==> config.mk <==
export PLATFORM = sky130hd
export DESIGN_NAME = sign_mutex_classifier
export DESIGN_NICKNAME = d
export VERILOG_FILES = /design/src/rtl/sign_mutex_classifier.sv
export SDC_FILE = /design/constraint.sdc
export NUM_CORES = 1
export LEC_CHECK = 0
export ABC_AREA = 1
export BUFFER_PORTS_ARGS = -buffer_cell sky130_fd_sc_hd__buf_4
export CORE_ASPECT_RATIO = 1.2
export CORE_MARGIN = 1
export CORE_UTILIZATION = 57
export CTS_BUF_LIST = sky130_fd_sc_hd__clkbuf_8
export DETAILED_ROUTE_END_ITERATION = 7
export HOLD_SLACK_MARGIN = 0.15
export PLACE_DENSITY = 0.94
export SYNTH_ARGS = -nofsm -noshare
export SYNTH_HDL_FRONTEND = slang
export SYNTH_SLANG_ARGS = --single-unit
==> constraint.sdc <==
create_clock -name clk -period 2.9 [get_ports clk]
set_input_delay 0.29 -clock clk [delete_from_list [all_inputs] [get_ports clk]]
set_output_delay 0.29 -clock clk [all_outputs]
set_load 0.02 [all_outputs]
==> src/rtl/sign_mutex_classifier.sv <==
// sign_mutex_classifier
// Per-channel sign classifier with debounced, mutually exclusive
// POS/NEG/ZERO flags and a saturating sign-crossing counter per channel.
//
// Handshake: in_valid qualifies in_data for exactly one cycle and there is
// no backpressure (no ready). out_valid is in_valid registered by one clock
// and rises together with the flags/counts that the sample produced.
module sign_mutex_classifier #(
    parameter int WIDTH    = 16,
    parameter int CHANNELS = 4,
    parameter int DEBOUNCE = 3,
    parameter int CNT_W    = 8
) (
    input  logic                      clk,
    input  logic                      rst,
    input  logic                      in_valid,
    input  logic [CHANNELS*WIDTH-1:0] in_data,
    input  logic                      clr_cnt,
    output logic [CHANNELS-1:0]       positive_flag,
    output logic [CHANNELS-1:0]       negative_flag,
    output logic [CHANNELS-1:0]       zero_flag,
    output logic                      out_valid,
    output logic [CHANNELS*CNT_W-1:0] cross_cnt
);

    typedef enum logic [1:0] {
        CLS_ZERO = 2'd0,
        CLS_POS  = 2'd1,
        CLS_NEG  = 2'd2
    } cls_t;

    typedef enum logic [1:0] {
        SGN_NONE = 2'd0,
        SGN_POS  = 2'd1,
        SGN_NEG  = 2'd2
    } sgn_t;

    // Complete per-channel state in one struct so it can be probed
    // hierarchically (ch_q[c]) without extra ports.
    typedef struct packed {
        cls_t             cand;
        logic [3:0]       run;
        cls_t             stable;
        sgn_t             last;
        logic [CNT_W-1:0] cnt;
    } chan_t;

    localparam logic [3:0]       DEB     = 4'(DEBOUNCE);
    localparam logic [CNT_W-1:0] CNT_MAX = '1;

    chan_t ch_q [CHANNELS];
    chan_t ch_d [CHANNELS];

    function automatic cls_t classify(input logic [WIDTH-1:0] s);
        if (s[WIDTH-1])
            return CLS_NEG;
        else if (s == '0)
            return CLS_ZERO;
        else
            return CLS_POS;
    endfunction

    // One channel's next state. The stable class follows the candidate only
    // once the updated run reaches DEBOUNCE; crossings are counted only on
    // POS<->NEG stable changes, passing through ZERO does not reset last-sign.
    function automatic chan_t next_chan(input chan_t cur, input cls_t raw,
                                        input logic valid, input logic clr);
        chan_t nxt;
        nxt = cur;
        if (valid) begin
            if (raw == cur.cand) begin
                if (cur.run < DEB)
                    nxt.run = cur.run + 4'd1;
            end else begin
                nxt.cand = raw;
                nxt.run  = 4'd1;
            end
            if (nxt.run == DEB && nxt.cand != cur.stable) begin
                nxt.stable = nxt.cand;
                if (nxt.cand == CLS_POS) begin
                    if (cur.last == SGN_NEG && cur.cnt != CNT_MAX)
                        nxt.cnt = cur.cnt + CNT_W'(1);
                    nxt.last = SGN_POS;
                end else if (nxt.cand == CLS_NEG) begin
                    if (cur.last == SGN_POS && cur.cnt != CNT_MAX)
                        nxt.cnt = cur.cnt + CNT_W'(1);
                    nxt.last = SGN_NEG;
                end
            end
        end
        // Clear has priority over any increment computed above.
        if (clr)
            nxt.cnt = '0;
        return nxt;
    endfunction

    // Next-state for every channel; channels never look at each other.
    always_comb begin
        for (int c = 0; c < CHANNELS; c++) begin
            ch_d[c] = next_chan(ch_q[c], classify(in_data[c*WIDTH +: WIDTH]),
                                in_valid, clr_cnt);
        end
    end

    // State registers with asynchronous reset to ZERO / NONE / empty counts.
    always_ff @(posedge clk or posedge rst) begin
        if (rst) begin
            for (int c = 0; c < CHANNELS; c++) begin
                ch_q[c].cand   <= CLS_ZERO;
                ch_q[c].run    <= 4'd0;
                ch_q[c].stable <= CLS_ZERO;
                ch_q[c].last   <= SGN_NONE;
                ch_q[c].cnt    <= '0;
            end
            out_valid <= 1'b0;
        end else begin
            for (int c = 0; c < CHANNELS; c++) begin
                ch_q[c] <= ch_d[c];
            end
            out_valid <= in_valid;
        end
    end

    // Flags decode the registered stable class, so exactly one is set.
    always_comb begin
        positive_flag = '0;
        negative_flag = '0;
        zero_flag     = '0;
        cross_cnt     = '0;
        for (int c = 0; c < CHANNELS; c++) begin
            positive_flag[c]           = (ch_q[c].stable == CLS_POS);
            negative_flag[c]           = (ch_q[c].stable == CLS_NEG);
            zero_flag[c]               = (ch_q[c].stable == CLS_ZERO);
            cross_cnt[c*CNT_W +: CNT_W] = ch_q[c].cnt;
        end
    end

endmodule

# Word level (Yosys, flattened, before mapping)
# Cells that the tools add are included.
[op_classes] n_addsub=8 n_lt_le_gt_ge=4 eq_ne=44 n_mux=56 reduce_logical=49
[op_table] op="2-to-1 mux 8 bit" n=20
[op_table] op="2-to-1 mux 10 bit" n=8
[op_table] op="logical NOT 16 bit" n=4
[op_table] op="2-to-1 mux 4 bit" n=12
[op_table] op="adder 8 x 1 -> 8 bit, second input constant" n=4
[op_table] op="!= test 8 bit, second input constant" n=4
[op_table] op="== test 2 x 1 -> 1 bit, second input constant" n=12
[op_table] op="== test 2 bit, second input constant" n=12
[op_table] op="2-to-1 mux 2 bit" n=12
[op_table] op="nonzero test 3 bit" n=8
[op_table] op="AND reduction 5 bit" n=4
[op_table] op="nonzero test 2 bit" n=9
[op_table] op="adder 4 x 1 -> 4 bit, second input constant" n=4
[op_table] op="== test 4 x 2 -> 1 bit, second input constant" n=4
[op_table] op="< comparator 4 x 2 -> 1 bit, second input constant" n=4
[op_table] op="logical AND 1 bit" n=12
[op_table] op="!= test 3 x 2 -> 1 bit, second input constant" n=4
[op_table] op="AND reduction 3 bit" n=4
[op_table] op="== test 2 bit" n=4
[op_table] op="logical NOT 2 bit" n=4
[op_table] op="!= test 2 bit" n=4
[op_table] op="AND reduction 2 bit" n=4
[op_table] op="2-to-1 mux 1 bit" n=4
[totals] regBits=73 input_bits=68 output_inout_bits=45 elab_cells=182

# Longest topological paths before layout
# Gate-level depths: netlist (run 1).
[depth] word_depth=12 ltp_mapped=15 mapped_depth_nobuf=15

# Worst setup path after synthesis (run 1)
# No wires, ideal clock.
[synth_timing] path_kind="input to register" startpoint="input port in_data[3]" endpoint="register ch_q (netlist bit cross_cnt[0])" setup_time_ns=0.118 arrival_time_ns=1.888 required_ns=2.782 setup_slack_ns=0.894 cell_stages=15 path_buffers=0 path_cell_list="nor2_1 nand2_1 nor2_1 nand2_2 nand2_4 inv_1 ha_1 inv_1 nand4_1 o31ai_1 nand2_1 a31oi_2 nand3_2 nand3_1 nand2_1"
[synth_between] elab_chain_cells=11 word_cells_on_any_way=22 classes_between="eq/ne: 6; mux: 10; reduce/logical: 6"
[synth_lines] item="start: declaration" line="17" text="input logic [CHANNELS*WIDTH-1:0] in_data,"
[synth_lines] item="logical NOT 16 bit (*)" line="57" text="else if (s == '0)"
[synth_lines] item="2-to-1 mux 1 bit (*)" line="57"
[synth_lines] item="2-to-1 mux 2 bit (*)" line="55" text="if (s[WIDTH-1])"
[synth_lines] item="== test 2 bit" line="71" text="if (raw == cur.cand) begin"
[synth_lines] item="2-to-1 mux 2 bit" line="71"
[synth_lines] item="2-to-1 mux 2 bit" line="70" text="if (valid) begin"
[synth_lines] item="== test 2 x 1 -> 1 bit" line="80" text="if (nxt.cand == CLS_POS) begin"
[synth_lines] item="2-to-1 mux 10 bit" line="80"
[synth_lines] item="2-to-1 mux 8 bit" line="78" text="if (nxt.run == DEB && nxt.cand != cur.stable) begin"
[synth_lines] item="2-to-1 mux 8 bit" line="70"
[synth_lines] item="2-to-1 mux 8 bit" line="92" text="if (clr)"
[synth_lines] item="end signal: indexed assignment" line="118" text="ch_q[c] <= ch_d[c];"
[synth_lines] item="end: declaration" line="51" text="chan_t ch_q [CHANNELS];"
# Every way passes the cells marked *; elsewhere a longest branch is shown, timed or not. The select of a mux whose other input is x is not followed.
# A chain may end at the register's enable or synchronous reset.

# Worst setup path in the final report (run 1)
[layout_timing] startpoint="input port in_data[3]" endpoint="register ch_q (netlist bit cross_cnt[1])"
# The elaborated chain is that of the path after synthesis.

==> run metrics, run 1 <==
routed wl met3=between 500 and 600 µm; antenna cells=0; Gate power share=0.347; Switching Fraction=0.380; Vias=4636; setup violators final=0; ys async rst share=1.00; largest net degree at the start of global routing=74; # DRC=0; global route total overflow=0; Post-Syn Area=approximately 5000 µm²; postcts setup bufs=0; cts bufs inserted=9; CP top delay family=simple AND/OR/NAND/NOR gates; VDD IR-drop max=just under 0.4 mV; status=finished clean; Post-Syn Area per Cell=about 7.5 µm²; Top Layer Used=met4; share of layout cells above drive strength 1=0.238; Worst Path Buf+Inv=4; EDFF count, synth=0; power share of the sequential group=0.415; drt initial violations=around 410; Antenna Violating Nets Remaining=0; synth top area cells=dfrtp_1 (37%), nand2_1 (10%), nand3_1 (6.7%); clk root buf=clkbuf_8; Final Cell Area=between 5000 and 6000 µm²; register area share after synthesis=0.367; cell area power density=between 500 and 600 nW/µm²; Setup TNS Final=0 ns; post-synth net total=750; Leakage=0.00318 µW; DP Cell Count=~850; Reg-to-Reg Start=ch_q[66]; most frequent cell after synthesis=nand2_1; Synth Flop Type=dfrtp_1; first-pass GRT wire length=between 15000 and 20000 µm; die area=between 9000 and 10000 µm²; Core Region=8520 µm²; Fill cells=between 600 and 700; gpl congestion=0.865; Int Pwr=slightly below 2000 µW; hpwl dp=between 8000 and 9000 µm; vias per cell=~5.4; Post-Layout Cell Count=a little under 900; Synth Warn #=0; fin. max-slew vios=0; post-synthesis register bit count=73; synthesized instance count=roughly 670; Final Hold Viols=0; CP startpoint=in_data[3]; Post-synth top cells=nand2_1 (136), inv_1 (86), nor2_1 (82); crit path kind=input port to flip-flop; Clock power frac=0.238; HP Start=in_data[15]; die height=104 µm; Synth cell types=32; CTS resizes=0; die width=87.3 µm; Top cell by count, worst path=nand2_1; area leader, netlist=dfrtp_1; CP Max Fanout=9; CP required=about 3.1 ns; fin crit period=between 2 and 2.5 ns; Initial Utilization=0.585; FMAX=roughly 480 MHz; GR Util All Layers=0.263; clock transition at the registers of the reported paths=0.07 ns; Initial DRT Pass Iterations=4; top cell type's share of synthesized area=0.367; hold_buf cts=0; Worst Path Arrival=~2.3 ns; RSZ-0062 raised after global routing=no; CP Launch Type=input port; Crit-path slowest cell=ha_1; footprint of the multi-input gates=~2500 µm²; final clock skew=roughly 0.011 ns; port buffer count=about 110; CTS tree=built; vias in the first global route=about 4500; Area growth, synth to finish=17.4%; CP endpoint kind=flip-flop; maxcap violations=0; routed length per instance=~13 µm; row cnt=37; Final period util=0.718; Least-Margin Pin Slew=0.912 ns; Met2 Wirelength=5820 µm; P_sw=roughly 1200 µW; Worst path max stage delay=0.20 ns; Clock Latency Late Sink=around 0.35 ns; FF+latch area=1830 µm²; worst min-delay path category=input port to flip-flop; Clock Sinks=between 70 and 80; DRT Wirelength=~11000 µm; Slew headroom=0.392; clk buf depth=2; nets=around 830; initial antenna violation count=0; WHS=0.205 ns; boundary pin count=113; placed inst area=approximately 5700 µm²; M1 WL=around 4600 µm; H-tree Lvls=3; crit path cell chain=buf_4 > nor2_1 > nand2_1 > nor2_1 > nand2_2 > nand2_4 > inv_1 > ha_1 > inv_1 > nand4_1 > o31ai_1 > nand2_1 > a31oi_2 > buf_4 > nand3_2 > nand3_1 > nand2_1
## tightest hold or removal path, stage by stage
cell and delay, ns:
buf_4 0.12, nand2_1 0.06, nand2_1 0.05
## cell families (layout without fill, tap and decap cells)
logic type,after synthesis,in the layout,share of synthesized area
AO/OA/AOI/OAI,32,32,0.0430
XOR/XNOR,34,34,0.0598
adder cells (fa/ha/maj),16,16,0.0402
buffers and inverters,139,221,0.135
flip-flops,73,73,0.367
AND/OR/NAND/NOR,372,372,0.355
## metal layers
layer	GRT usage	vias to the layer above
li1	-	2255
met1	0.307	2172
met2	0.461	176
met3	0.0317	33
met4	0.139	0
met5	0	-
## path summary, 6_finish.rpt
check / depth (start not counted) / end / slack (ns)
max in group asynchronous: 3 / cross_cnt[4] / 2.09
worst max-delay path: 17 / cross_cnt[1] / 0.82
worst max register to register: 9 / ch_q[64] / 0.83
worst min-delay path: 3 / ch_q[65] / 0.21
worst min register to register: 2 / ch_q[63] / 0.48
min in group asynchronous: 3 / cross_cnt[17] / 0.22
## sequential cells by signal, summed over array words and instances, names as in the netlist
register,cells
out_valid,1
ch_q,40
cross_cnt,32
## cell type report
cell class / instances / share of cell area
Clock buffer: 11 / 0.0259
Sequential cell: 73 / 0.312
Multi-Input combinational cell: 454 / 0.424
Timing Repair Buffer: 118 / 0.152
Tap cell: 117 / 0.0250
Clock inverter: 5 / 0.00514
Inverter: 87 / 0.0559
## metrics by stage
| step | total power (µW) | setup slack (ns) | utilization |
|---|---|---|---|
| global route | 3290 | 0.611 | 0.686 |
| CTS | 3110 | 0.836 | 0.686 |
| floorplan | 2010 | 0.757 | - |
| detailed placement | 2370 | 0.485 | 0.665 |
| finish | 3110 | 0.818 | 0.686 |
| global placement | 2310 | 0.617 | 0.665 |
## cell usage in the layout (no fill, tap or decap), types with 3 or more instances in the layout
cell type and instances:
dfrtp_1 73, nand4_1 40, nand3_1 67, clkinv_2 3, nand2_2 11, o21ai_0 17
nor2_1 82, clkbuf_8 11, nor3_1 7, nor2_2 11, buf_4 118, xor2_1 20
ha_1 16, nand2_4 4, nand3_2 9, o21ai_1 4, inv_1 85, o211ai_1 3
xnor2_1 14, nand2_1 136
## power by group through the flow
stage / Clock [µW] / Combinational, µW / Sequential [µW]
floorplan: 0 / 731 / 1280
global placement: 0 / 1010 / 1300
detailed placement: 0 / 1060 / 1310
CTS: 745 / 1070 / 1290
global route: 785 / 1190 / 1310
finish: 741 / 1080 / 1290
Note: power is estimated with default switching activity, not from simulation.
==> run 2: changes to the inputs <==
clock period = 2 ns   (was 2.9 ns; I/O delays follow)
==> run 2 against run 1 <==
Total power rose by 44%. Sequential share of layout area fell by 0.90 points. Via count rose by 4.0%. Routed wire length rose by 5.4%. Sequential power rose by 46%. Flip-flop and latch count did not move. Critical path depth fell by 8. Critical path type is now flip-flop to flip-flop. Largest cell class unchanged. Highest routed layer unchanged.
==> run metrics, run 2 (synthesis results as in run 1) <==
cell area power density=745 nW/µm² (+40%); FF+latch area=1830 µm² (unchanged); Crit-path slowest cell=dfrtp_1; clock transition at the registers of the reported paths=0.08 ns (about the same); GR Util All Layers=0.266 (+0.00292); Core Region=8520 µm² (unchanged); largest net degree at the start of global routing=65 (-12%); DP Cell Count=866 (+2.0%); crit path kind=flip-flop to flip-flop; vias in the first global route=4587 (+1.2%); H-tree Lvls=3 (unchanged); vias per cell=5.44 (+1.5%); Worst Setup Slack, final=0.0743 ns (-0.744 ns); setup violators final=0 (unchanged); Setup TNS Final=0 ns (unchanged); maxcap violations=0 (unchanged); row cnt=37 (unchanged); Worst Path Buf+Inv=1 (-3); Final Hold Viols=0 (unchanged); Vias=4821 (+4.0%); clk root buf=clkbuf_8; antenna cells=0 (unchanged); pre-CTS setup slack=-0.114 ns (-0.600 ns); cts bufs inserted=9 (unchanged); fin. max-slew vios=0 (unchanged); CP Launch Type=flip-flop; drt initial violations=337 (-17%); Initial Utilization=0.585 (unchanged); most frequent cells in the layout=nand2_1 (135), buf_4 (135), inv_1 (88), nor2_1 (82), dfrtp_1 (73); Slew headroom=0.542 (+0.150); worst min-delay path category=input port to flip-flop; Initial DRT Pass Iterations=5 (+1); CP required=2.30 ns (-0.84 ns); boundary pin count=113 (unchanged); footprint of the multi-input gates=2500 µm² (+0.71%); FMAX=roughly 520 MHz; Antenna Violating Nets Remaining=0 (unchanged); # DRC=0 (unchanged); hpwl dp=8400 µm (+2.2%); die area=9120 µm² (unchanged); Least-Margin Pin Slew=0.686 ns (-0.227 ns); initial antenna violation count=0 (unchanged); DRT Wirelength=12000 µm (+5.4%); max reg flops=40 (unchanged); Clock Latency Late Sink=0.36 ns (about the same); die width=87.3 µm (unchanged); die height=104 µm (unchanged); routed length per instance=13.5 µm (+2.9%); largest reg by FF count=ch_q; first-pass GRT wire length=19300 µm (about the same); Worst path max stage delay=0.41 ns (+0.21 ns); crit path cell chain=ha_1 > nand3b_1 > xor2_1 > nor3_2 > nand2_1 > nor2_4 > buf_6 > nand4_1 > nand2_1; Leakage=0.00331 µW (+4.0%); Fill cells=631 (-4.4%); RSZ-0062 raised after global routing=yes; Post-Layout Cell Count=886 (+2.4%); CP top delay family=simple AND/OR/NAND/NOR gates; gpl congestion=0.840 (-2.9%); Top cell by count, worst path=nand2_1; status=finished clean; WHS=0.201 ns (-0.00444 ns); Worst Path Arrival=2.22 ns (-0.10 ns); CP Max Fanout=8 (-1); nets=848 (+2.5%); clk buf depth=2 (unchanged); global route total overflow=0 (unchanged); final clock skew=0.00650 ns (-0.00451 ns); Area growth, synth to finish=20.9%; Clock Sinks=73 (unchanged); CP endpoint kind=flip-flop; Final period util=0.963; share of layout cells above drive strength 1=0.255 (+0.0169); CTS tree=built; port buffer count=112 (unchanged); fin crit period=~1.9 ns; VDD IR-drop max=0.706 mV (+84%)
[run 2: final cells by class]
| cell class | instances | area share |
|---|---|---|
| clock buffer | 9 | 0.0206 |
| clock inverter | 7 | 0.00520 |
| inverter | 87 | 0.0549 |
| multi-input combinational | 454 | 0.415 |
| sequential | 73 | 0.303 |
| tap | 117 | 0.0243 |
| timing repair buffer | 139 | 0.177 |
[run 2: path summary, 6_finish.rpt]
kind	start	to	slack [ns]	depth (start not counted)
worst max-delay path	ch_q[48]	cross_cnt[9]	0.07	9
worst min-delay path	in_data[15]	ch_q[65]	0.20	4
worst max register to register	ch_q[48]	cross_cnt[9]	0.07	9
worst min register to register	ch_q[9]	ch_q[9]	0.48	2
max in group asynchronous	rst	cross_cnt[11]	0.91	4
min in group asynchronous	rst	cross_cnt[22]	0.51	3
[run 2: stage by stage]
stage                      util  power (µW)  cell area [µm²]
final                     0.707        4490             6020
after global placement    0.682        3380             5810
after CTS                 0.703        4450             5990
after global routing      0.707        4730             6020
after floorplan               -        2910             4980
after detailed placement  0.682        3470             5810
[run 2: timing repair]
action	in CTS	in global routing
hold buffers	2	0
hold endpoints to repair	30	0
setup endpoints to repair	8	19
resized for setup	2	4
pin swaps	0	2
setup buffers	0	2
[run 2: worst register-to-register path: stages (launching register included)]
cell and delay, ns:
dfrtp_1 0.41, ha_1 0.20, nand3b_1 0.21, xor2_1 0.20, nor3_2 0.14, nand2_1 0.11
nor2_4 0.22, buf_6 0.17, nand4_1 0.10, nand2_1 0.12
[run 2: power by group]
part | leakage [µW] | internal [µW] | total [µW] | switching (µW)
Combinational | 0.00224 | 661 | 1630 | 974
Clock | 0.0000963 | 428 | 976 | 548
Sequential | 0.000969 | 1670 | 1880 | 207
Total | 0.00331 | 2760 | 4490 | 1730
[run 2: per-layer routing]
metal	GRT usage	wire length (µm)
met5	0	0
met4	0.167	370
met3	0.0468	691
met2	0.450	6150
met1	0.304	4740
==> run 3: changes to the inputs <==
CORE_UTILIZATION = 50   (was 57)
PLACE_DENSITY = 0.85   (was 0.94)
==> run 3 against run 2 <==
Global-route usage shrank 4.4 points. Routed wire length shrank 5.4%. Die area grew 14%. Critical endpoint is now cross_cnt[12]. Sequential power is essentially flat. Fmax is essentially flat. Utilization shrank 7.0 points. Largest cell class unchanged. Clock skew grew 0.0062 ns. Register-to-register slack is essentially flat.
==> run metrics, run 3 (synthesis results as in run 1) <==
largest reg by FF count=ch_q; Final Hold Viols=0 (unchanged); port buffer count=112 (unchanged); initial antenna violation count=0 (unchanged); share of layout cells above drive strength 1=0.260 (+0.00520); Setup TNS Final=0 ns (unchanged); DRT Wirelength=11300 µm (-5.4%); status=finished clean; clk buf depth=2 (unchanged); Tot Pwr=4690 µW (+4.5%); fin util=0.637 (-0.0699); Clock Latency Late Sink=0.36 ns (about the same); cell area power density=766 nW/µm² (+2.8%); Final period util=0.963 (about the same); die height=111 µm (+6.6%); clk root buf=clkbuf_8; CP endpoint kind=flip-flop; Vias=4686 (-2.8%); Area growth, synth to finish=22.9%; vias per cell=5.25 (-3.5%); GR Util All Layers=0.221 (-0.0445); FF-to-FF path depth=10 (+1); die width=93.1 µm (+6.6%); commonest non-fill, non-tap cell in the layout=nand2_1; worst min-delay path category=input port to flip-flop; power share of the sequential group=0.401 (-0.017); max reg flops=40 (unchanged); clock transition at the registers of the reported paths=0.07 ns (about the same); Switching Fraction=0.363 (-0.0224); Worst Path Arrival=2.17 ns (-0.05 ns); DP Cell Count=870 (+0.46%); Post-Layout Cell Count=892 (+0.68%); RSZ-0062 raised after global routing=yes; Leakage=0.00333 µW (+0.55%); CP Max Fanout=8 (unchanged); VDD IR-drop max=0.584 mV (-17%); antenna cells=0 (unchanged); Clock power frac=0.245 (+0.028); FF+latch area=1830 µm² (unchanged); H-tree Lvls=3 (unchanged); drt initial violations=259 (-23%); setup violators final=0 (unchanged); CP Launch Type=flip-flop; # DRC=0 (unchanged); largest net degree at the start of global routing=50 (-23%); Fill cells=773 (+23%); Initial DRT Pass Iterations=5 (unchanged); fin crit period=1.93 ns (+0.000499 ns); Int Pwr=2990 µW (+8.3%); Antenna Violating Nets Remaining=0 (unchanged); crit path kind=flip-flop to flip-flop; first-pass GRT wire length=18700 µm (-3.0%); die area=10400 µm² (+14%); P_sw=1700 µW (-1.6%); CP required=2.25 ns (-0.05 ns); row cnt=39 (+5.4%); gpl congestion=0.883 (+5.2%); CTS tree=built; fin. max-slew vios=0 (unchanged); Core Region=9610 µm² (+13%); Clock Sinks=73 (unchanged); Gate power share=0.354 (-0.010); FMAX=519 MHz (about the same); footprint of the multi-input gates=2510 µm² (+0.60%); cts bufs inserted=9 (unchanged); Least-Margin Pin Slew=0.554 ns (-0.131 ns); global route total overflow=0 (unchanged); routed length per instance=12.7 µm (-6.0%); Initial Utilization=0.518 (-0.0666); hpwl dp=8220 µm (-2.1%); nets=849 (+0.12%); Worst Hold Path Cells=4 (unchanged); most frequent cells in the layout=nand2_1 (135), buf_4 (132), inv_1 (86), nor2_1 (82), dfrtp_1 (73); Slew headroom=0.630 (+0.0878); boundary pin count=113 (unchanged); final clock skew=0.0127 ns (+0.00617 ns); vias in the first global route=4509 (-1.7%); maxcap violations=0 (unchanged)
run 3: cell count changes in the layout (fill, tap and decap cells not counted), moves of 2 or more:
cell	before	now
buf_4	135	132
buf_12	1	3
clkbuf_8	9	11
clkinv_2	4	2
inv_1	88	86
o21ai_0	16	14
o21ai_1	5	7
run 3: area by class of cell:
type | instances | share of cell area
clock buffer | 11 | 0.0247
clock inverter | 4 | 0.00715
inverter | 87 | 0.0540
multi-input combinational | 454 | 0.410
sequential | 73 | 0.298
tap | 123 | 0.0251
timing repair buffer | 140 | 0.180
run 3: metrics by stage:
step	hold WS [ns]	instance area (µm²)	setup slack, ns
2_1_floorplan	0.231	4980	0.0837
3_5_place_dp	0.296	5800	-0.0992
4_1_cts	0.203	6030	0.0564
5_1_grt	0.236	6120	-0.0441
6_report	0.205	6120	0.0738
3_3_place_gp	0.286	5800	0.00689
run 3: worst max-delay path, stage by stage (launching register included):
cell,delay (ns)
dfrtp_1,0.41
ha_2,0.17
nand3b_1,0.22
xor2_2,0.19
nor3_2,0.19
nand2_1,0.10
nor2_4,0.15
buf_4,0.13
nand2_4,0.08
nand3_1,0.11
nand2_1,0.06
run 3: final timing paths:
| check | startpoint | to | slack, ns |
|---|---|---|---|
| setup / recovery | ch_q[49] | cross_cnt[12] | 0.07 |
| hold / removal | in_data[15] | ch_q[65] | 0.20 |
| setup reg to reg | ch_q[49] | cross_cnt[12] | 0.07 |
| hold reg to reg | ch_q[9] | ch_q[9] | 0.48 |
| max in group asynchronous | rst | ch_q[30] | 0.92 |
| min in group asynchronous | rst | out_valid | 0.46 |
run 3: what timing repair did:
item,4_1_cts,5_1_grt
buffers inserted,0,4
hold buffers,3,0
endpoints found under the setup margin,0,15
endpoints found under the hold margin,26,0
gates resized for setup,0,12
run 3: metal layers:
| layer | global-route usage | part of all wire | wire length (µm) | up-vias |
|---|---|---|---|---|
| li1 | - | - | - | 2316 |
| met1 | 0.263 | 0.41 | 4600 | 2164 |
| met2 | 0.382 | 0.51 | 5800 | 177 |
| met3 | 0.0329 | 0.053 | 604 | 29 |
| met4 | 0.118 | 0.028 | 314 | 0 |
| met5 | 0 | 0 | 0 | - |
run 3: power groups by stage:
stage	Combinational (µW)	Clock, µW	Sequential [µW]
6_report	1660	1150	1880
5_1_grt	1840	1220	1900
4_1_cts	1580	1170	1880
3_5_place_dp	1560	0	1900
3_3_place_gp	1510	0	1880
2_1_floorplan	1060	0	1850
